$ cat config.mk
export PLATFORM = sky130hd
export DESIGN_NAME = ahb_apb_bridge_mslv
export DESIGN_NICKNAME = d
export VERILOG_FILES = /design/src/rtl/ahb_apb_bridge_mslv.sv
export SDC_FILE = /design/constraint.sdc
export NUM_CORES = 1
export LEC_CHECK = 0
export CAP_MARGIN = 20
export CORE_ASPECT_RATIO = 0.75
export CORE_MARGIN = 4
export CORE_UTILIZATION = 35
export DETAILED_ROUTE_END_ITERATION = 6
export HOLD_SLACK_MARGIN = 0.02
export PLACE_DENSITY = 0.72
export SYNTH_ARGS = -nofsm -noshare
export SYNTH_HDL_FRONTEND = slang
export SYNTH_SLANG_ARGS = --single-unit
export TNS_END_PERCENT = 5
$ cat constraint.sdc
create_clock -name hclk -period 5.21 [get_ports hclk]
set_input_delay 1.042 -clock hclk [delete_from_list [all_inputs] [get_ports hclk]]
set_output_delay 1.042 -clock hclk [all_outputs]
set_load 0.01 [all_outputs]
$ cat src/rtl/ahb_apb_bridge_mslv.sv
// AHB-Lite slave to multi-peripheral APB master bridge with wait states,
// slave-error and pready-timeout mapping onto a two-cycle AHB ERROR response.
module ahb_apb_bridge_mslv #(
  parameter int                ADDR_W      = 32,
  parameter int                DATA_W      = 32,
  parameter int                NUM_SLV     = 3,
  parameter logic [ADDR_W-1:0] BASE_ADDR   = 'h8000_0000,
  parameter int                REGION_LOG2 = 26,
  parameter int                TIMEOUT     = 16
) (
  input  logic              hclk,
  input  logic              hreset,
  input  logic              hwrite,
  input  logic              hreadyin,
  input  logic [1:0]        htrans,
  input  logic [ADDR_W-1:0] haddr,
  input  logic [DATA_W-1:0] hwdata,
  output logic              hreadyout,
  output logic [1:0]        hresp,
  output logic [DATA_W-1:0] hrdata,
  output logic [NUM_SLV-1:0] psel,
  output logic              penable,
  output logic              pwrite,
  output logic [ADDR_W-1:0] paddr,
  output logic [DATA_W-1:0] pwdata,
  input  logic [DATA_W-1:0] prdata,
  input  logic              pready,
  input  logic              pslverr
);

  localparam int IDX_W = (NUM_SLV > 1) ? $clog2(NUM_SLV) : 1;
  localparam int CNT_W = (TIMEOUT > 1) ? $clog2(TIMEOUT + 1) : 1;
  localparam logic [ADDR_W+4:0] SPAN    = (ADDR_W + 5)'(NUM_SLV) << REGION_LOG2;
  localparam logic [CNT_W-1:0]  TO_LAST = CNT_W'((TIMEOUT > 0) ? TIMEOUT - 1 : 0);
  localparam logic [1:0] RESP_OKAY = 2'b00;
  localparam logic [1:0] RESP_ERR  = 2'b01;

  typedef enum logic [2:0] {IDLE, WLATCH, SETUP, ACCESS, ERR1, ERR2} state_t;

  state_t             state, next;
  logic               accept, in_range, timed_out;
  logic [ADDR_W-1:0]  offset;
  logic [IDX_W-1:0]   dec_idx, idx;
  logic [CNT_W-1:0]   cnt;

  function automatic logic [NUM_SLV-1:0] onehot(input logic [IDX_W-1:0] i);
    onehot    = '0;
    onehot[i] = 1'b1;
  endfunction

  assign accept    = hreadyout && hreadyin && (htrans == 2'b10 || htrans == 2'b11);
  assign offset    = haddr - BASE_ADDR;
  assign in_range  = (haddr >= BASE_ADDR) && ({5'b0, offset} < SPAN);
  assign dec_idx   = IDX_W'(offset >> REGION_LOG2);
  assign timed_out = (TIMEOUT != 0) && !pready && (cnt == TO_LAST);

  always_ff @(posedge hclk or posedge hreset) begin
    if (hreset) state <= IDLE;
    else        state <= next;
  end

  always_comb begin
    next = state;
    case (state)
      IDLE, ERR2: begin
        if (accept) next = !in_range ? ERR1 : (hwrite ? WLATCH : SETUP);
        else        next = IDLE;
      end
      WLATCH: next = SETUP;
      SETUP:  next = ACCESS;
      ACCESS: begin
        if (pready)         next = pslverr ? ERR1 : IDLE;
        else if (timed_out) next = ERR1;
      end
      ERR1:    next = ERR2;
      default: next = IDLE;
    endcase
  end

  // Registered bus outputs, updated on the same edge as the state change
  always_ff @(posedge hclk or posedge hreset) begin
    if (hreset) begin
      hreadyout <= 1'b1;
      hresp     <= RESP_OKAY;
      hrdata    <= '0;
      psel      <= '0;
      penable   <= 1'b0;
      pwrite    <= 1'b0;
      paddr     <= '0;
      pwdata    <= '0;
      idx       <= '0;
    end else begin
      case (state)
        IDLE, ERR2: begin
          hresp <= RESP_OKAY;
          if (accept) begin
            hreadyout <= 1'b0;
            if (!in_range) begin
              hresp  <= RESP_ERR;
              hrdata <= '0;
            end else begin
              paddr  <= haddr;
              pwrite <= hwrite;
              idx    <= dec_idx;
              if (!hwrite) psel <= onehot(dec_idx);
            end
          end
        end
        WLATCH: begin
          pwdata <= hwdata;
          psel   <= onehot(idx);
        end
        SETUP: penable <= 1'b1;
        ACCESS: begin
          if (pready || timed_out) begin
            psel    <= '0;
            penable <= 1'b0;
          end
          if (pready && !pslverr) begin
            hreadyout <= 1'b1;
            hresp     <= RESP_OKAY;
            if (!pwrite) hrdata <= prdata;
          end else if (pready || timed_out) begin
            hresp  <= RESP_ERR;
            hrdata <= '0;
          end
        end
        ERR1: hreadyout <= 1'b1;
        default: ;
      endcase
    end
  end

  always_ff @(posedge hclk or posedge hreset) begin
    if (hreset)                       cnt <= '0;
    else if (state != ACCESS)         cnt <= '0;
    else if (!pready)                 cnt <= cnt + 1'b1;
  end

endmodule

==> reports/qor.json <==
{
  "crit_path_start_kind": "input pin",
  "place_congestion": 0.7992,
  "synth.yosys.seq_area_share": 0.5923,
  "avgSynthCellArea_um2": 11.04,
  "detail-route-antenna-nets": 0,
  "drcViolationCount": 0,
  "slowest_stage": "sky130_fd_sc_hd__clkdlybuf4s50_1",
  "grt_pass1_wl_um": 19300,
  "groute.usage.overall": 0.1577,
  "reg2reg_to": "hrdata[0]$_DFFE_PP0P_",
  "pwr-share-seq": 0.371,
  "clock_tree.buffer_depth": 2,
  "worst_hold_path.endpoint": "paddr[11]$_DFFE_PP0P_",
  "post_cts_resize_count": 0,
  "post_dr_wirelength_cell_um": 15.01,
  "hold_viol_final": 0,
  "number_of_nets_in_the_synthesized_netlist": 531,
  "htree_num_levels": 3,
  "power.switching_fraction": 0.3141,
  "fin_nets": 732,
  "grt_pass1_vias": 3753,
  "design.portCount": 208,
  "cp_cell_sequence": "clkdlybuf4s50_1 -> nor2_1 -> nor2b_1 -> a31oi_1 -> a221oi_4 -> buf_4 -> mux2i_1",
  "die_span_in_x_um": 141.7,
  "async_reset_ff_frac": 1.000,
  "final.min_clock_period_ns": 3.092,
  "synthDistinctLibCells": 41,
  "max-vdd-ir-drop_mv": 0.2476,
  "ff2ff_setup_slack_ns": 2.69,
  "clock_sink_count": 111,
  "timing.final.setup_violations": 0,
  "pwr-share-comb": 0.416,
  "cts_tree": "yes",
  "hp-start": "paddr[11]$_DFFE_PP0P_",
  "critical_path_peak_fanout": 32,
  "clk_pin_slew_ns": 0.07,
  "yosysWarnings": 0,
  "ys_seq_elements": 111,
  "routed_vias_inst": 4.554,
  "status": "complete, no violations",
  "finalMaxSlewViolations": 0,
  "start_util": 0.3592,
  "grt_most_used_layer": "met2",
  "final.fill_count": 1118,
  "power_switching_mw": 1.101,
  "final.hold.worst_slack_ns": 0.4679,
  "regArea_um2": 2779,
  "holdCritPathClass": "flop to flop",
  "rsz_0062_raised_after_global_routing": "false",
  "drt-pass1-iter-count": 4,
  "final_core_utilization": 0.5506,
  "critPathCaptureType": "flop",
  "worst_path_largest_cell_delay_ns": 0.71,
  "yosys_most_used_dff": "sky130_fd_sc_hd__dfrtp_1",
  "met2_usage": 0.2534,
  "cts_made_buffers": 9,
  "multi_input_combinational_cell_area_um2": 1634,
  "routed-via-count": 3652,
  "critical_path.reg2reg.startpoint": "cnt[0]$_DFFE_PP0P_",
  "leak_pwr_nw": 3.168,
  "fp-row-count": 36,
  "postLayoutSetupSlackWorst_ns": 2.118,
  "timing.critical_path.required_ns": 5.46,
  "internal_power_mw": 2.403,
  "initialDrtViolationCount": 152,
  "gr-total-overflow": 0,
  "transition_time_at_the_pin_with_the_least_slew_margin_ns": 0.9441,
  "cap_viol_max_count": 0,
  "timing.final.crit_share": 0.5936,
  "clkLatencyLatePin_ns": 0.34,
  "worstSetupPathType": "input pin to flop",
  "groute.layer.met1.usage": 0.2035,
  "layoutNonFillerInstCount": 802,
  "n_antenna_cell": 0,
  "die_area_um2": 15340,
  "worst-r2r-cell-count": 9,
  "wirelength_um": 12040,
  "postSynthCellCount": 425,
  "global_route.usage.met3": 0.05836,
  "cts_hold_buf": 0,
  "synth_edf_count": 0,
  "post_cts.repair.setup_buffers": 0,
  "areaGrowthSynthToFinish_pct": 53.28,
  "timing.setup.tns_ns": 0,
  "clock-skew-final_ns": 0.006318,
  "placed_cells": 786,
  "chipHeight_um": 108.3,
  "dp_slack_ns": 1.757,
  "core_area_um2": 13060,
  "antenna_found_initial": 0,
  "pin_count_of_the_biggest_net_entering_global_routing": 62,
  "share_of_final_layout_standard_cells_stronger_than_drive_strength_1": 0.09984,
  "power_density_nw_per_um2": 487.2,
  "port_buffers": 205,
  "dpl.hpwl_um": 9048,
  "crit_arrival_ns": 3.35,
  "max_clock_freq_mhz": 323.4,
  "cts-root-buf": "sky130_fd_sc_hd__clkbuf_16",
  "power.share.clock": 0.213,
  "slew_headroom": 0.3706,
  "netlist_area_um2": 4692,
  "hold-path-cell-count": 2
}
layout make-up:
type	instances	area share
clock buffer	10	0.03323
multi-input combinational	256	0.2272
inverter	38	0.02018
sequential	111	0.3864
tap	171	0.02975
clock inverter	6	0.01270
timing repair buffer	210	0.2905
flip-flops by register name, indices dropped and copies added (netlist names):
register,cells
cnt,5
hrdata,32
hreadyout,1
hresp,1
paddr,32
penable,1
psel,3
pwdata,32
pwrite,1
state,3
cell usage after synthesis, types with 2 or more instances:
cell                         n  area, um2
sky130_fd_sc_hd__ha_1        2      25.02
sky130_fd_sc_hd__buf_8       2      30.03
sky130_fd_sc_hd__nand2b_1    2      12.51
sky130_fd_sc_hd__buf_2       3      15.01
sky130_fd_sc_hd__or3_1       2      12.51
sky130_fd_sc_hd__a21oi_1     3      15.01
sky130_fd_sc_hd__a32oi_1     3      26.28
sky130_fd_sc_hd__nand3_1     4      20.02
sky130_fd_sc_hd__buf_4       5      37.54
sky130_fd_sc_hd__o21ai_0    10      50.05
sky130_fd_sc_hd__clkbuf_1    5      18.77
sky130_fd_sc_hd__buf_6       5      56.30
sky130_fd_sc_hd__nor3_2      2      20.02
sky130_fd_sc_hd__xor2_1      2      17.52
sky130_fd_sc_hd__nand2_1   120      450.4
sky130_fd_sc_hd__mux2_2     32      360.4
sky130_fd_sc_hd__nor2b_1     7      43.79
sky130_fd_sc_hd__mux2i_1    37      370.4
sky130_fd_sc_hd__nor2_1     11      41.29
sky130_fd_sc_hd__inv_1      38      142.6
sky130_fd_sc_hd__dfrtp_1   110       2753
metal layers:
| layer | vias to the layer above | routed length [um] |
|---|---|---|
| li1 | 1754 | - |
| met1 | 1761 | 5092 |
| met2 | 128 | 5841 |
| met3 | 9 | 996 |
| met4 | 0 | 106 |
| met5 | - | 0 |
how the worst max path moves through the flow:
| stage | start | to | slack, ns | cells past startpoint |
|---|---|---|---|---|
| after CTS | pready | hrdata[0]$_DFFE_PP0P_ | 2.13 | 7 |
| final | pready | hrdata[0]$_DFFE_PP0P_ | 2.12 | 7 |
| after floorplan | hreset | cnt[0]$_DFFE_PP0P_ | 1.24 | 1 |
| after detailed placement | pready | hrdata[0]$_DFFE_PP0P_ | 1.76 | 7 |
| after global routing | haddr[30] | state[1]$_DFFE_PP0N_ | 1.90 | 5 |
| after global placement | pready | hrdata[29]$_DFFE_PP0P_ | 1.86 | 7 |
stage by stage:
| step | area [um2] | total power [mW] |
|---|---|---|
| 2_1_floorplan | 4692 | 2.059 |
| 3_3_place_gp | 6862 | 2.750 |
| 3_5_place_dp | 6862 | 2.800 |
| 4_1_cts | 7192 | 3.569 |
| 5_1_grt | 7192 | 3.717 |
| 6_report | 7192 | 3.504 |
critical path, delay by kind of cell:
kind                   cells  cell delay (ns)
AO/OA/AOI/OAI              2             0.44
AND/OR/NAND/NOR            2             0.35
multiplexers               1             0.27
buffers and inverters      2             1.20
power by group through the flow:
stage	Combinational (mW)	Clock, mW	Sequential, mW
4_1_cts	1.49	0.775	1.30
3_5_place_dp	1.48	0	1.32
6_report	1.46	0.745	1.30
3_3_place_gp	1.45	0	1.30
2_1_floorplan	0.647	0	1.41
5_1_grt	1.57	0.808	1.34
cells by family (layout without fill, tap and decap cells):
family,count (synthesis),count (layout),synth area share
and+or+nand+nor,159,159,0.1456
AOI/OAI and AO/OA,21,21,0.02854
DFF,111,111,0.5923
adders and majority gates,3,3,0.007466
xor gates and xnor gates,3,3,0.005601
buffers and inverters,58,264,0.06400
muxes,69,69,0.1557
other,1,1,0.0007992
cells in the final DEF (no fill, tap or decap), types with 3 or more instances in the layout:
cell type,netlist,layout
sky130_fd_sc_hd__nor2_1,11,10
sky130_fd_sc_hd__mux2i_1,37,37
sky130_fd_sc_hd__nand3_1,4,4
sky130_fd_sc_hd__nor2b_1,7,7
sky130_fd_sc_hd__nand2_1,120,120
sky130_fd_sc_hd__a32oi_1,3,3
sky130_fd_sc_hd__mux2_2,32,32
sky130_fd_sc_hd__dfrtp_1,110,110
sky130_fd_sc_hd__clkbuf_16,0,9
sky130_fd_sc_hd__clkdlybuf4s50_1,0,205
sky130_fd_sc_hd__a21oi_1,3,3
sky130_fd_sc_hd__buf_4,5,5
sky130_fd_sc_hd__inv_1,38,37
sky130_fd_sc_hd__o21ai_0,10,10
(Power assumes the default switching activity.)
